## src/rtl/dm_arb_pkg.sv

```systemverilog
// -----------------------------------------------------------------------------
// dm_arb_pkg
// Shared types and constants for the data-memory arbiter.
//   arb_state_t : arbiter FSM state (records the last owner of dm)
//   DM_*        : data-memory access types, shared with the dm block
//   STARVE_W    : width of the DMA starvation counter
// -----------------------------------------------------------------------------
package dm_arb_pkg;

  typedef enum logic [1:0] {
    IDLE     = 2'd0,
    CPU      = 2'd1,
    DMA      = 2'd2,
    DMA_LOCK = 2'd3
  } arb_state_t;

  // Access types understood by dm (size and sign extension of loads).
  localparam logic [2:0] DM_WORD   = 3'd0;
  localparam logic [2:0] DM_HALF   = 3'd1;
  localparam logic [2:0] DM_HALF_U = 3'd2;
  localparam logic [2:0] DM_BYTE   = 3'd3;
  localparam logic [2:0] DM_BYTE_U = 3'd4;

  localparam int STARVE_W = 8;

endpackage

```

## src/rtl/dm_arbiter_if.sv

```systemverilog
// -----------------------------------------------------------------------------
// dm_arbiter_if
// Bundles the CPU load/store port, the DMA/loader port and the dm port of the
// arbiter.
//   cpu_* : CPU request (req/we/addr/wdata/dmtype) and response (gnt/rvalid/rdata)
//   dma_* : DMA request, same meaning as cpu_*, plus dma_lock for bursts
//   dm_*  : memory strobe/address/write data/type out, dm_dout read data in
// Modports:
//   slave  : the arbiter
//   master : the environment (CPU, DMA and dm together)
// -----------------------------------------------------------------------------
interface dm_arbiter_if #(
  parameter int ADDR_W = 9,
  parameter int DATA_W = 32
);

  logic              cpu_req;
  logic              cpu_we;
  logic [ADDR_W-1:0] cpu_addr;
  logic [DATA_W-1:0] cpu_wdata;
  logic [2:0]        cpu_dmtype;
  logic              cpu_gnt;
  logic              cpu_rvalid;
  logic [DATA_W-1:0] cpu_rdata;

  logic              dma_req;
  logic              dma_we;
  logic [ADDR_W-1:0] dma_addr;
  logic [DATA_W-1:0] dma_wdata;
  logic [2:0]        dma_dmtype;
  logic              dma_lock;
  logic              dma_gnt;
  logic              dma_rvalid;
  logic [DATA_W-1:0] dma_rdata;

  logic              dm_we;
  logic [ADDR_W-1:0] dm_addr;
  logic [DATA_W-1:0] dm_din;
  logic [2:0]        dm_dmtype;
  logic [DATA_W-1:0] dm_dout;

  modport slave (
    input  cpu_req, cpu_we, cpu_addr, cpu_wdata, cpu_dmtype,
    output cpu_gnt, cpu_rvalid, cpu_rdata,
    input  dma_req, dma_we, dma_addr, dma_wdata, dma_dmtype, dma_lock,
    output dma_gnt, dma_rvalid, dma_rdata,
    output dm_we, dm_addr, dm_din, dm_dmtype,
    input  dm_dout
  );

  modport master (
    output cpu_req, cpu_we, cpu_addr, cpu_wdata, cpu_dmtype,
    input  cpu_gnt, cpu_rvalid, cpu_rdata,
    output dma_req, dma_we, dma_addr, dma_wdata, dma_dmtype, dma_lock,
    input  dma_gnt, dma_rvalid, dma_rdata,
    input  dm_we, dm_addr, dm_din, dm_dmtype,
    output dm_dout
  );

endinterface

```

## src/rtl/dm_arb_starve.sv

```systemverilog
// -----------------------------------------------------------------------------
// dm_arb_starve
// Saturating count of consecutive cycles in which the DMA port requested but
// was not granted. force_dma tells the arbiter to hand the next contended
// cycle to DMA.
// Ports:
//   clk, rstn  : clock, synchronous active-low reset
//   dma_req    : DMA is requesting this cycle
//   dma_gnt    : DMA was granted this cycle
//   force_dma  : counter has reached STARVE_MAX
// -----------------------------------------------------------------------------
module dm_arb_starve
  import dm_arb_pkg::*;
#(
  parameter int STARVE_MAX = 8
) (
  input  logic clk,
  input  logic rstn,
  input  logic dma_req,
  input  logic dma_gnt,
  output logic force_dma
);

  logic [STARVE_W-1:0] cnt;

  // NOTE: sequential state uses non-blocking assignments and the reset is
  // tested inside the clocked block, so it only acts on a rising edge.
  always_ff @(posedge clk) begin
    if (!rstn) begin
      cnt <= '0;
    end else if (!dma_req || dma_gnt) begin
      cnt <= '0;
    end else if (cnt != '1) begin
      cnt <= cnt + STARVE_W'(1);
    end
  end

  assign force_dma = (cnt >= STARVE_W'(STARVE_MAX));

endmodule

```

## src/rtl/dm_arbiter.sv

```systemverilog
// -----------------------------------------------------------------------------
// dm_arbiter
// Shares the single data memory between the CPU load/store port and a DMA /
// program-loader port. One access per cycle is issued to dm; read data is
// registered and returned one cycle after the grant to the port that issued
// the read. A deasserted cpu_gnt stalls the CPU.
// Ports:
//   clk   : system clock
//   rstn  : synchronous active-low reset
//   bus   : dm_arbiter_if.slave (cpu_*, dma_*, dm_* signal groups)
// Parameters:
//   ADDR_W, DATA_W : must match the interface instance
//   STARVE_MAX     : denied DMA cycles before DMA is forced in (1..255)
// Configuration:
//   DM_ARB_RR_EN   : defined -> round-robin under contention;
//                    undefined -> fixed CPU priority, DMA only via starvation.
// -----------------------------------------------------------------------------
module dm_arbiter
  import dm_arb_pkg::*;
#(
  parameter int ADDR_W     = 9,
  parameter int DATA_W     = 32,
  parameter int STARVE_MAX = 8
) (
  input  logic         clk,
  input  logic         rstn,
  dm_arbiter_if.slave  bus
);

  arb_state_t        state, next_state;
  logic              cpu_gnt, dma_gnt;
  logic              force_dma;
  logic [ADDR_W-1:0] dm_addr;
  logic [ADDR_W-1:0] addr_q;
  logic              cpu_rd, dma_rd;
  logic              cpu_rvalid_q, dma_rvalid_q;
  logic [DATA_W-1:0] cpu_rdata_q, dma_rdata_q;

  dm_arb_starve #(.STARVE_MAX(STARVE_MAX)) u_starve (
    .clk       (clk),
    .rstn      (rstn),
    .dma_req   (bus.dma_req),
    .dma_gnt   (dma_gnt),
    .force_dma (force_dma)
  );

  // State register.
  always_ff @(posedge clk) begin
    if (!rstn) state <= IDLE;
    else       state <= next_state;
  end

  // Grant decode. A held lock beats everything; the starvation force beats
  // the contention policy but never an active lock.
  always_comb begin
    // NOTE: defaults first so every path assigns both grants; no latches.
    cpu_gnt = 1'b0;
    dma_gnt = 1'b0;
    if (state == DMA_LOCK && bus.dma_req) begin
      dma_gnt = 1'b1;
    end else if (bus.cpu_req && bus.dma_req) begin
      if (force_dma) begin
        dma_gnt = 1'b1;
      end else begin
`ifdef DM_ARB_RR_EN
        // The port that did not own dm last wins.
        if (state == CPU) dma_gnt = 1'b1;
        else              cpu_gnt = 1'b1;
`else
        cpu_gnt = 1'b1;
`endif
      end
    end else begin
      cpu_gnt = bus.cpu_req;
      dma_gnt = bus.dma_req;
    end
  end

  // Next state: remember the owner; leaving a lock always passes via IDLE.
  always_comb begin
    next_state = IDLE;
    if (dma_gnt && bus.dma_lock) next_state = DMA_LOCK;
    else if (state == DMA_LOCK)  next_state = IDLE;
    else if (cpu_gnt)            next_state = CPU;
    else if (dma_gnt)            next_state = DMA;
  end

  // Memory port mux. The address holds across idle cycles so dm_dout does
  // not toggle needlessly.
  assign dm_addr       = dma_gnt ? bus.dma_addr : (cpu_gnt ? bus.cpu_addr : addr_q);
  assign bus.dm_addr   = dm_addr;
  assign bus.dm_we     = (cpu_gnt & bus.cpu_we) | (dma_gnt & bus.dma_we);
  assign bus.dm_din    = dma_gnt ? bus.dma_wdata  : bus.cpu_wdata;
  assign bus.dm_dmtype = dma_gnt ? bus.dma_dmtype : bus.cpu_dmtype;

  assign cpu_rd = cpu_gnt & ~bus.cpu_we;
  assign dma_rd = dma_gnt & ~bus.dma_we;

  // Read return: capture dm_dout at the grant edge for the issuing port.
  // Reset squashes any pending rvalid.
  always_ff @(posedge clk) begin
    if (!rstn) begin
      addr_q       <= '0;
      cpu_rvalid_q <= 1'b0;
      dma_rvalid_q <= 1'b0;
      cpu_rdata_q  <= '0;
      dma_rdata_q  <= '0;
    end else begin
      if (cpu_gnt || dma_gnt) addr_q <= dm_addr;
      cpu_rvalid_q <= cpu_rd;
      dma_rvalid_q <= dma_rd;
      if (cpu_rd) cpu_rdata_q <= bus.dm_dout;
      if (dma_rd) dma_rdata_q <= bus.dm_dout;
    end
  end

  assign bus.cpu_gnt    = cpu_gnt;
  assign bus.dma_gnt    = dma_gnt;
  assign bus.cpu_rvalid = cpu_rvalid_q;
  assign bus.dma_rvalid = dma_rvalid_q;
  assign bus.cpu_rdata  = cpu_rdata_q;
  assign bus.dma_rdata  = dma_rdata_q;

endmodule

```

## src/flat_wrapper.sv

```systemverilog
// flat-port wrapper written by rule: the top's interface ports become plain ports
module dm_arbiter_flat import dm_arb_pkg::*;
#(
  parameter int ADDR_W     = 9,
  parameter int DATA_W     = 32,
  parameter int STARVE_MAX = 8
)
  (clk, rstn, bus_cpu_req, bus_cpu_we, bus_cpu_addr, bus_cpu_wdata, bus_cpu_dmtype, bus_cpu_gnt, bus_cpu_rvalid, bus_cpu_rdata, bus_dma_req, bus_dma_we, bus_dma_addr, bus_dma_wdata, bus_dma_dmtype, bus_dma_lock, bus_dma_gnt, bus_dma_rvalid, bus_dma_rdata, bus_dm_we, bus_dm_addr, bus_dm_din, bus_dm_dmtype, bus_dm_dout);
  dm_arbiter_if #(.ADDR_W(ADDR_W), .DATA_W(DATA_W)) bus_i ();
  input  logic clk;
  input  logic rstn;
  input wire logic [$bits(bus_i.cpu_req)-1:0] bus_cpu_req;
  input wire logic [$bits(bus_i.cpu_we)-1:0] bus_cpu_we;
  input wire logic [$bits(bus_i.cpu_addr)-1:0] bus_cpu_addr;
  input wire logic [$bits(bus_i.cpu_wdata)-1:0] bus_cpu_wdata;
  input wire logic [$bits(bus_i.cpu_dmtype)-1:0] bus_cpu_dmtype;
  output wire logic [$bits(bus_i.cpu_gnt)-1:0] bus_cpu_gnt;
  output wire logic [$bits(bus_i.cpu_rvalid)-1:0] bus_cpu_rvalid;
  output wire logic [$bits(bus_i.cpu_rdata)-1:0] bus_cpu_rdata;
  input wire logic [$bits(bus_i.dma_req)-1:0] bus_dma_req;
  input wire logic [$bits(bus_i.dma_we)-1:0] bus_dma_we;
  input wire logic [$bits(bus_i.dma_addr)-1:0] bus_dma_addr;
  input wire logic [$bits(bus_i.dma_wdata)-1:0] bus_dma_wdata;
  input wire logic [$bits(bus_i.dma_dmtype)-1:0] bus_dma_dmtype;
  input wire logic [$bits(bus_i.dma_lock)-1:0] bus_dma_lock;
  output wire logic [$bits(bus_i.dma_gnt)-1:0] bus_dma_gnt;
  output wire logic [$bits(bus_i.dma_rvalid)-1:0] bus_dma_rvalid;
  output wire logic [$bits(bus_i.dma_rdata)-1:0] bus_dma_rdata;
  output wire logic [$bits(bus_i.dm_we)-1:0] bus_dm_we;
  output wire logic [$bits(bus_i.dm_addr)-1:0] bus_dm_addr;
  output wire logic [$bits(bus_i.dm_din)-1:0] bus_dm_din;
  output wire logic [$bits(bus_i.dm_dmtype)-1:0] bus_dm_dmtype;
  input wire logic [$bits(bus_i.dm_dout)-1:0] bus_dm_dout;
  assign bus_i.cpu_req = bus_cpu_req;
  assign bus_i.cpu_we = bus_cpu_we;
  assign bus_i.cpu_addr = bus_cpu_addr;
  assign bus_i.cpu_wdata = bus_cpu_wdata;
  assign bus_i.cpu_dmtype = bus_cpu_dmtype;
  assign bus_cpu_gnt = bus_i.cpu_gnt;
  assign bus_cpu_rvalid = bus_i.cpu_rvalid;
  assign bus_cpu_rdata = bus_i.cpu_rdata;
  assign bus_i.dma_req = bus_dma_req;
  assign bus_i.dma_we = bus_dma_we;
  assign bus_i.dma_addr = bus_dma_addr;
  assign bus_i.dma_wdata = bus_dma_wdata;
  assign bus_i.dma_dmtype = bus_dma_dmtype;
  assign bus_i.dma_lock = bus_dma_lock;
  assign bus_dma_gnt = bus_i.dma_gnt;
  assign bus_dma_rvalid = bus_i.dma_rvalid;
  assign bus_dma_rdata = bus_i.dma_rdata;
  assign bus_dm_we = bus_i.dm_we;
  assign bus_dm_addr = bus_i.dm_addr;
  assign bus_dm_din = bus_i.dm_din;
  assign bus_dm_dmtype = bus_i.dm_dmtype;
  assign bus_i.dm_dout = bus_dm_dout;
  dm_arbiter #(.ADDR_W(ADDR_W), .DATA_W(DATA_W), .STARVE_MAX(STARVE_MAX)) u_core (.clk(clk), .rstn(rstn), .bus(bus_i));
endmodule
```

## config.mk

```make
export PLATFORM = sky130hd
export DESIGN_NAME = dm_arbiter_flat
export DESIGN_NICKNAME = d
export VERILOG_FILES = /design/src/rtl/dm_arb_pkg.sv /design/src/rtl/dm_arbiter_if.sv /design/src/rtl/dm_arb_starve.sv /design/src/rtl/dm_arbiter.sv /design/src/flat_wrapper.sv
export SDC_FILE = /design/constraint.sdc
export NUM_CORES = 1
export LEC_CHECK = 0
export ABC_AREA = 1
export CAP_MARGIN = 0
export CORE_ASPECT_RATIO = 1.1
export CORE_UTILIZATION = 41
export DETAILED_ROUTE_END_ITERATION = 7
export GPL_ROUTABILITY_DRIVEN = 0
export PLACE_DENSITY = 0.87
export SYNTH_ARGS = -nofsm -noshare
export SYNTH_HDL_FRONTEND = slang
export SYNTH_SLANG_ARGS = --single-unit
```

## constraint.sdc

```tcl
create_clock -name clk -period 4.5 [get_ports clk]
set_clock_uncertainty 0.2 [all_clocks]
set_input_delay 0.675 -clock clk [delete_from_list [all_inputs] [get_ports clk]]
set_output_delay 0.675 -clock clk [all_outputs]
set_load 0.01 [all_outputs]
```

==> results of run 1 <==
## report_power, final
group | internal, mW | switching, mW | total (mW)
clock | 0.251 | 0.260 | 0.511
combinational | 0.294 | 0.229 | 0.523
sequential | 0.802 | 0.0236 | 0.825
total | 1.35 | 0.513 | 1.86
## metrics by stage
| step | hold slack (ps) | std cells | worst slack (ps) | cell area [um^2] | total power [mW] |
|---|---|---|---|---|---|
| 6_report | 282 | 961 | 544 | 6570 | 1.86 |
| 5_1_grt | 319 | 961 | 427 | 6570 | 1.96 |
| 4_1_cts | 288 | 961 | 595 | 6570 | 1.87 |
| 3_5_place_dp | 266 | 946 | 592 | 6390 | 1.37 |
| 3_3_place_gp | 260 | 946 | 718 | 6390 | 1.35 |
| 2_1_floorplan | 274 | 624 | 2180 | 4040 | 1.07 |
## flip-flops by register name (all words and copies together), names as in the netlist
signal and flops:
u_core.bus.cpu_rvalid 1, u_core.bus.dma_rdata 32, u_core.bus.cpu_rdata 32, u_core.bus.dma_rvalid 1, u_core.state 2, u_core.u_starve.cnt 8, u_core.addr_q 9
## cell families (layout without fill, tap and decap cells)
group	count (synthesis)	after routing
xor gates and xnor gates	1	1
other	1	4
buffers and inverters	90	310
and+or+nand+nor	402	402
DFF	85	85
adders and majority gates	2	2
AOI/OAI and AO/OA	40	40
## routing by layer
| layer | wire [um] | up-vias | share of wire [%] | track usage [%] |
|---|---|---|---|---|
| li1 | - | 2317 | - | - |
| met1 | 4770 | 2006 | 37 | 25.8 |
| met2 | 6260 | 195 | 49 | 42.1 |
| met3 | 1190 | 49 | 9.2 | 6.87 |
| met4 | 606 | 4 | 4.7 | 14.8 |
| met5 | 23 | - | 0.18 | 0 |
## worst register-to-register path, cell delays in order (launching register included)
cell	delay [ps]
dfxtp_1	310
nor2_1	100
nand3_1	120
nand2_1	380
nand3_2	510
buf_4	450
nand2_1	120
nand2_1	50
nor2_1	130
## final timing paths
kind	to	cells past startpoint
hold / removal	u_core.bus.dma_rdata[11]	2
setup / recovery	bus_dm_addr[0]	7
hold reg to reg	u_core.bus.dma_rdata[11]	2
setup reg to reg	u_core.bus.cpu_rdata[12]	8
## layout by cell type, fill, tap and decap left out, drive strengths merged, types with 2 or more instances in the layout
cell,instances
nand3,22
nand2,237
o21ai,2
ha,2
conb,4
nor2,109
inv,50
nand3b,32
clkinv,3
clkdlybuf4s50,238
dfxtp,85
clkbuf,10
a21oi,36
buf,7
## cell type report
cell class / count / area share [%]
Sequential cell: 85 / 25.9
Inverter: 50 / 2.85
Multi-Input combinational cell: 449 / 29.3
Timing Repair Buffer: 245 / 37.0
Clock inverter: 5 / 0.799
Tap cell: 117 / 2.23
Clock buffer: 10 / 1.94
==> flow_summary.yaml, run 1 <==
run_status:
  status: "completed"
final_layout:
  seqCellArea_mm2: 0.00170
  nFillCells: 754
  fin_nets: 969
  multi_input_area_mm2: 0.00193
  final_core_util_pct: 69.6
  area_growth_pct: 63.3
  drive_gt1_share_pct: 2.96
  antenna_cells: 0
sta:
  slew_headroom_pct: 43.7
  period_needed_ps: 3960
  rsz0062_at_grt: "false"
  post-route-period-util_pct: 87.9
  setup_violations: 0
  tightest_slew_ps: 845
  fmax_mhz: 253
  drv_slew: 0
  hold_viol: 0
  totalNegativeSetupSlack_ps: 0
critical_path:
  critical_path_required_ps: 3620
  crit_start: "bus_dma_req"
  start_kind: "input port"
  critPathArrivalTime_ps: 3080
  max_stage_delay_ps: 600
  r2r_start: "u_core.u_starve.cnt[7]"
  path_max_fanout: 60
  slowest_stage: "clkdlybuf4s50_1"
  reg2reg_slack_ps: 2080
  path_buf_inv: 3
  crit_family: "buffers and inverters"
  end_kind: "output port"
  critical_path_class: "in -> out"
  crit_path_cell_trace: "clkdlybuf4s50_1, nand2_1, nand2_4, buf_4, nand2_1, nand3_1, clkdlybuf4s50_1"
clock_network:
  path_clk_slew_ps: 80
  ctsResizeCount: 0
  cts_hold_buf: 0
  cts_buffers: 9
  cts_tree: "built"
  cts_root_buf: "clkbuf_8"
  postCtsSetupRepairBufs: 0
  cts.sinks: 85
  ctsHtreeMaxLevel: 3
  clk_path_buf_depth: 2
  clk_latency_ps: 340
yosys:
  synth_fa_ha_area_share_pct: 0.622
  synth_compound_area_share_pct: 5.07
  ys.flop_type: "dfxtp_1"
  synthTopCellsByArea: "dfxtp_1 (42%), nand2_1 (22%), nor2_1 (10%), nand3b_1 (6.0%), inv_1 (4.6%)"
  synthMuxAreaShare_pct: 0
  synthMostInstantiatedCell: "nand2_1"
  ys_ff_latch: 85
  avgSynthCellArea_um2: 6.48
  ys_types: 21
  synthCells: 621
  seq_area_frac_synth_pct: 42.3
  synth_top_family_by_area: "simple AND/OR/NAND/NOR gates"
  synth-simple-area-share_pct: 41.2
  synth_top_cell_by_area: "dfxtp_1"
  synth_edf_count: 0
  synth_top_area_share_pct: 42.3
  synthesis.area_mm2: 0.00403
  synth-xor-area-share_pct: 0.218
  async_reset_ff_share_pct: 0
  yosys_warnings: 0
  synthTopCellsByCount: "nand2_1 (237), nor2_1 (109), dfxtp_1 (85), inv_1 (49), a21oi_1 (36)"
drt:
  via_count: 4571
  vias_per_cell: 4.76
  drt-total-wl_mm: 12.8
  drt_iter0_markers: 241
  route.detailed.drc: 0
  first_pass_iters: 5
  ant_nets: 0
  wl_per_cell_um: 13.4
global_route:
  grt_max_degree: 65
  grt_pass1_vias: 4170
  antenna_found_initial: 2
  grt-ovfl-total: 0
  grt_use_total_pct: 24.4
  grt_pass1_wl_mm: 19.5
floorplan:
  rows: 37
  die_h_um: 106
  io_pins: 240
  core_mm2: 0.00944
  dieArea_mm2: 0.0102
  initial_core_util_pct: 42.6
  die_w_um: 96.5
placement:
  numPortBuffers: 239
  dpl.hpwl_mm: 9.82
power_and_ir_drop:
  powerDensity_mw_per_mm2: 283
  ir_worst_vdd_v: 0.000174
  p_leak_nw: 3.05
min_path:
  hp-start: "u_core.bus.dma_rdata[11]"
  hp-class: "reg -> reg"
run:
  maxCapViolCount: 0
No activity file was read; power rests on OpenSTA's default activity.
==> run 2, diff against run 1 <==
--- a/config.mk
+++ b/config.mk
@@ -5,10 +5,10 @@
 export SDC_FILE = /design/constraint.sdc
 export NUM_CORES = 1
 export LEC_CHECK = 0
-export ABC_AREA = 1
+export ABC_AREA = 0
 export CAP_MARGIN = 0
 export CORE_ASPECT_RATIO = 1.1
-export CORE_UTILIZATION = 41
+export CORE_UTILIZATION = 40
 export DETAILED_ROUTE_END_ITERATION = 7
 export GPL_ROUTABILITY_DRIVEN = 0
 export PLACE_DENSITY = 0.87
==> run 2 against run 1 <==
Worst setup slack gained 42 ps; critical path type unchanged; sequential power shrank 2%; global-route usage shrank 0.37 points; largest cell class unchanged; largest power group unchanged; critical endpoint is now bus_dm_dmtype[1]; highest routed layer is now met4; clock power grew 12%.
==> flow_summary.yaml, run 2 <==
clock_network:
  cts_hold_buf: 0
  clk_path_buf_depth: 2
  postCtsSetupRepairBufs: 0
  cts_root_buf: "clkbuf_8"
  cts_buffers: 9
  clk_latency_ps: 330
  cts.sinks: 85
  cts_tree: "built"
  ctsHtreeMaxLevel: 3
  path_clk_slew_ps: 80
  ctsResizeCount: 0
placement:
  dpl.hpwl_mm: 9.10
  numPortBuffers: 239
  place_area_mm2: 0.00622
drt:
  drt_iter0_markers: 77
  drt-total-wl_mm: 11.7
  route.detailed.drc: 0
  first_pass_iters: 4
  ant_nets: 0
  via_count: 3623
  vias_per_cell: 4.88
  wl_per_cell_um: 15.7
final_layout:
  final_area_mm2: 0.00643
  drive_gt1_share_pct: 9.38
  area_growth_pct: 71.2
  fin_nets: 753
  final_cell_mix: "clkdlybuf4s50_1 (238), nand2_1 (99), dfxtp_1 (85), mux2i_1 (74), mux2_2 (35)"
  antenna_cells: 0
  final_common_cell: "clkdlybuf4s50_1"
  final_core_util_pct: 71.4
sta:
  rsz0062_at_grt: "false"
  setup_violations: 0
  post-route-period-util_pct: 87.0
  period_needed_ps: 3910
  slew_headroom_pct: 45.6
  hold_viol: 0
  totalNegativeSetupSlack_ps: 0
  fmax_mhz: 256
  drv_slew: 0
  tightest_slew_ps: 816
yosys:
  ys.flop_type: "dfxtp_1"
  synth_top_cell_by_area: "dfxtp_1"
  yosys_warnings: 0
  synthTopCellsByArea: "dfxtp_1 (45%), mux2i_1 (20%), mux2_2 (10%), nand2_1 (9.9%), nor2_1 (1.9%)"
  synthTopCellsByCount: "nand2_1 (99), dfxtp_1 (85), mux2i_1 (74), mux2_2 (35), nor2_1 (19)"
  ys_types: 29
  seq_area_frac_synth_pct: 45.3
  synth_edf_count: 0
  synthesis.area_mm2: 0.00376
  avgSynthCellArea_um2: 9.51
  synth_top_area_share_pct: 45.3
  ys_ff_latch: 85
  async_reset_ff_share_pct: 0
  synthMostInstantiatedCell: "nand2_1"
  synthCells: 395
floorplan:
  io_pins: 240
  rows: 36
  dieArea_mm2: 0.00979
  die_w_um: 94.4
  core_mm2: 0.00901
  initial_core_util_pct: 41.7
  die_h_um: 104
critical_path:
  r2r_start: "u_core.u_starve.cnt[7]"
  end_kind: "output port"
  max_stage_delay_ps: 520
  start_kind: "input port"
  crit_family: "buffers and inverters"
  slowest_stage: "clkdlybuf4s50_1"
  crit_path_cell_trace: "clkdlybuf4s50_1, or4b_1, o21ai_4, buf_12, mux2_2, clkdlybuf4s50_1"
  critical_path_class: "in -> out"
  path_max_fanout: 70
  critPathArrivalTime_ps: 3040
  critical_path_required_ps: 3620
  path_buf_inv: 3
  cpMostUsedCell: "clkdlybuf4s50_1"
  crit_start: "bus_cpu_req"
global_route:
  grt_pass1_wl_mm: 18.3
  grt-ovfl-total: 0
  antenna_found_initial: 0
  top_usage_layer: "met2"
  grt_use_total_pct: 24.1
  grt_max_degree: 92
  grt_pass1_vias: 3724
  met2_usage_pct: 43.9
  grtUsageMet1_pct: 24.9
  grt_use_met3_pct: 6.90
run:
  maxCapViolCount: 0
run_status:
  status: "completed"
min_path:
  hp-start: "u_core.bus.dma_rdata[13]"
  hp-class: "reg -> reg"
power_and_ir_drop:
  p_leak_nw: 2.60
  ir_worst_vdd_v: 0.000151
  powerDensity_mw_per_mm2: 279
run 2: per-stage QoR:
step	power (mW)	std cells	worst slack, ps	hold WS [ps]
4_1_cts	1.82	743	577	263
3_5_place_dp	1.24	727	577	252
3_3_place_gp	1.23	727	617	242
5_1_grt	1.88	743	517	279
6_report	1.80	743	586	261
2_1_floorplan	0.983	398	1530	274
run 2: metal layers:
metal | wire [um] | vias to the layer above
met1 | 4350 | 1659
met4 | 306 | 0
met5 | 0 | -
li1 | - | 1798
met2 | 6130 | 146
met3 | 909 | 20
run 2: worst reg2reg max path, delay by kind of cell (launching register included):
kind / cells / cell delay [ps]
simple gates: 2 / 720
buf+inv: 2 / 630
flops: 1 / 330
mux: 1 / 220
compound gates: 1 / 180
run 2: report_power, final:
part | switching, mW | internal [mW]
Combinational | 0.159 | 0.259
Clock | 0.262 | 0.312
Sequential | 0.0181 | 0.787
Total | 0.438 | 1.36
run 2: cell type report:
class / instances / area (um^2)
well taps: 114 / 143
flip-flops and latches: 85 / 1700
clock buffers: 10 / 128
clock inverters: 6 / 87.6
fillers: 683 / 2580
multi-input cells: 279 / 1920
inverters: 5 / 18.8
repair buffers: 244 / 2440
run 2: path summary, 6_finish.rpt:
kind / end / slack (ps) / depth (start not counted)
setup / recovery: bus_dm_dmtype[1] / 590 / 6
setup reg to reg: u_core.bus.cpu_rdata[14] / 2090 / 6
hold reg to reg: u_core.bus.dma_rdata[13] / 260 / 2
hold / removal: u_core.bus.dma_rdata[13] / 260 / 2
run 2: cells by family (layout without fill, tap and decap cells):
group / count (synthesis) / count (layout) / share of synthesized area (%)
AO/OA/AOI/OAI: 34 / 34 / 5.46
XOR/XNOR: 1 / 1 / 0.233
adder cells (fa/ha/maj): 2 / 2 / 0.666
buffers and inverters: 34 / 265 / 4.40
flip-flops: 85 / 85 / 45.3
multiplexers: 109 / 109 / 30.2
other: 1 / 4 / 0.0998
AND/OR/NAND/NOR: 129 / 129 / 13.7
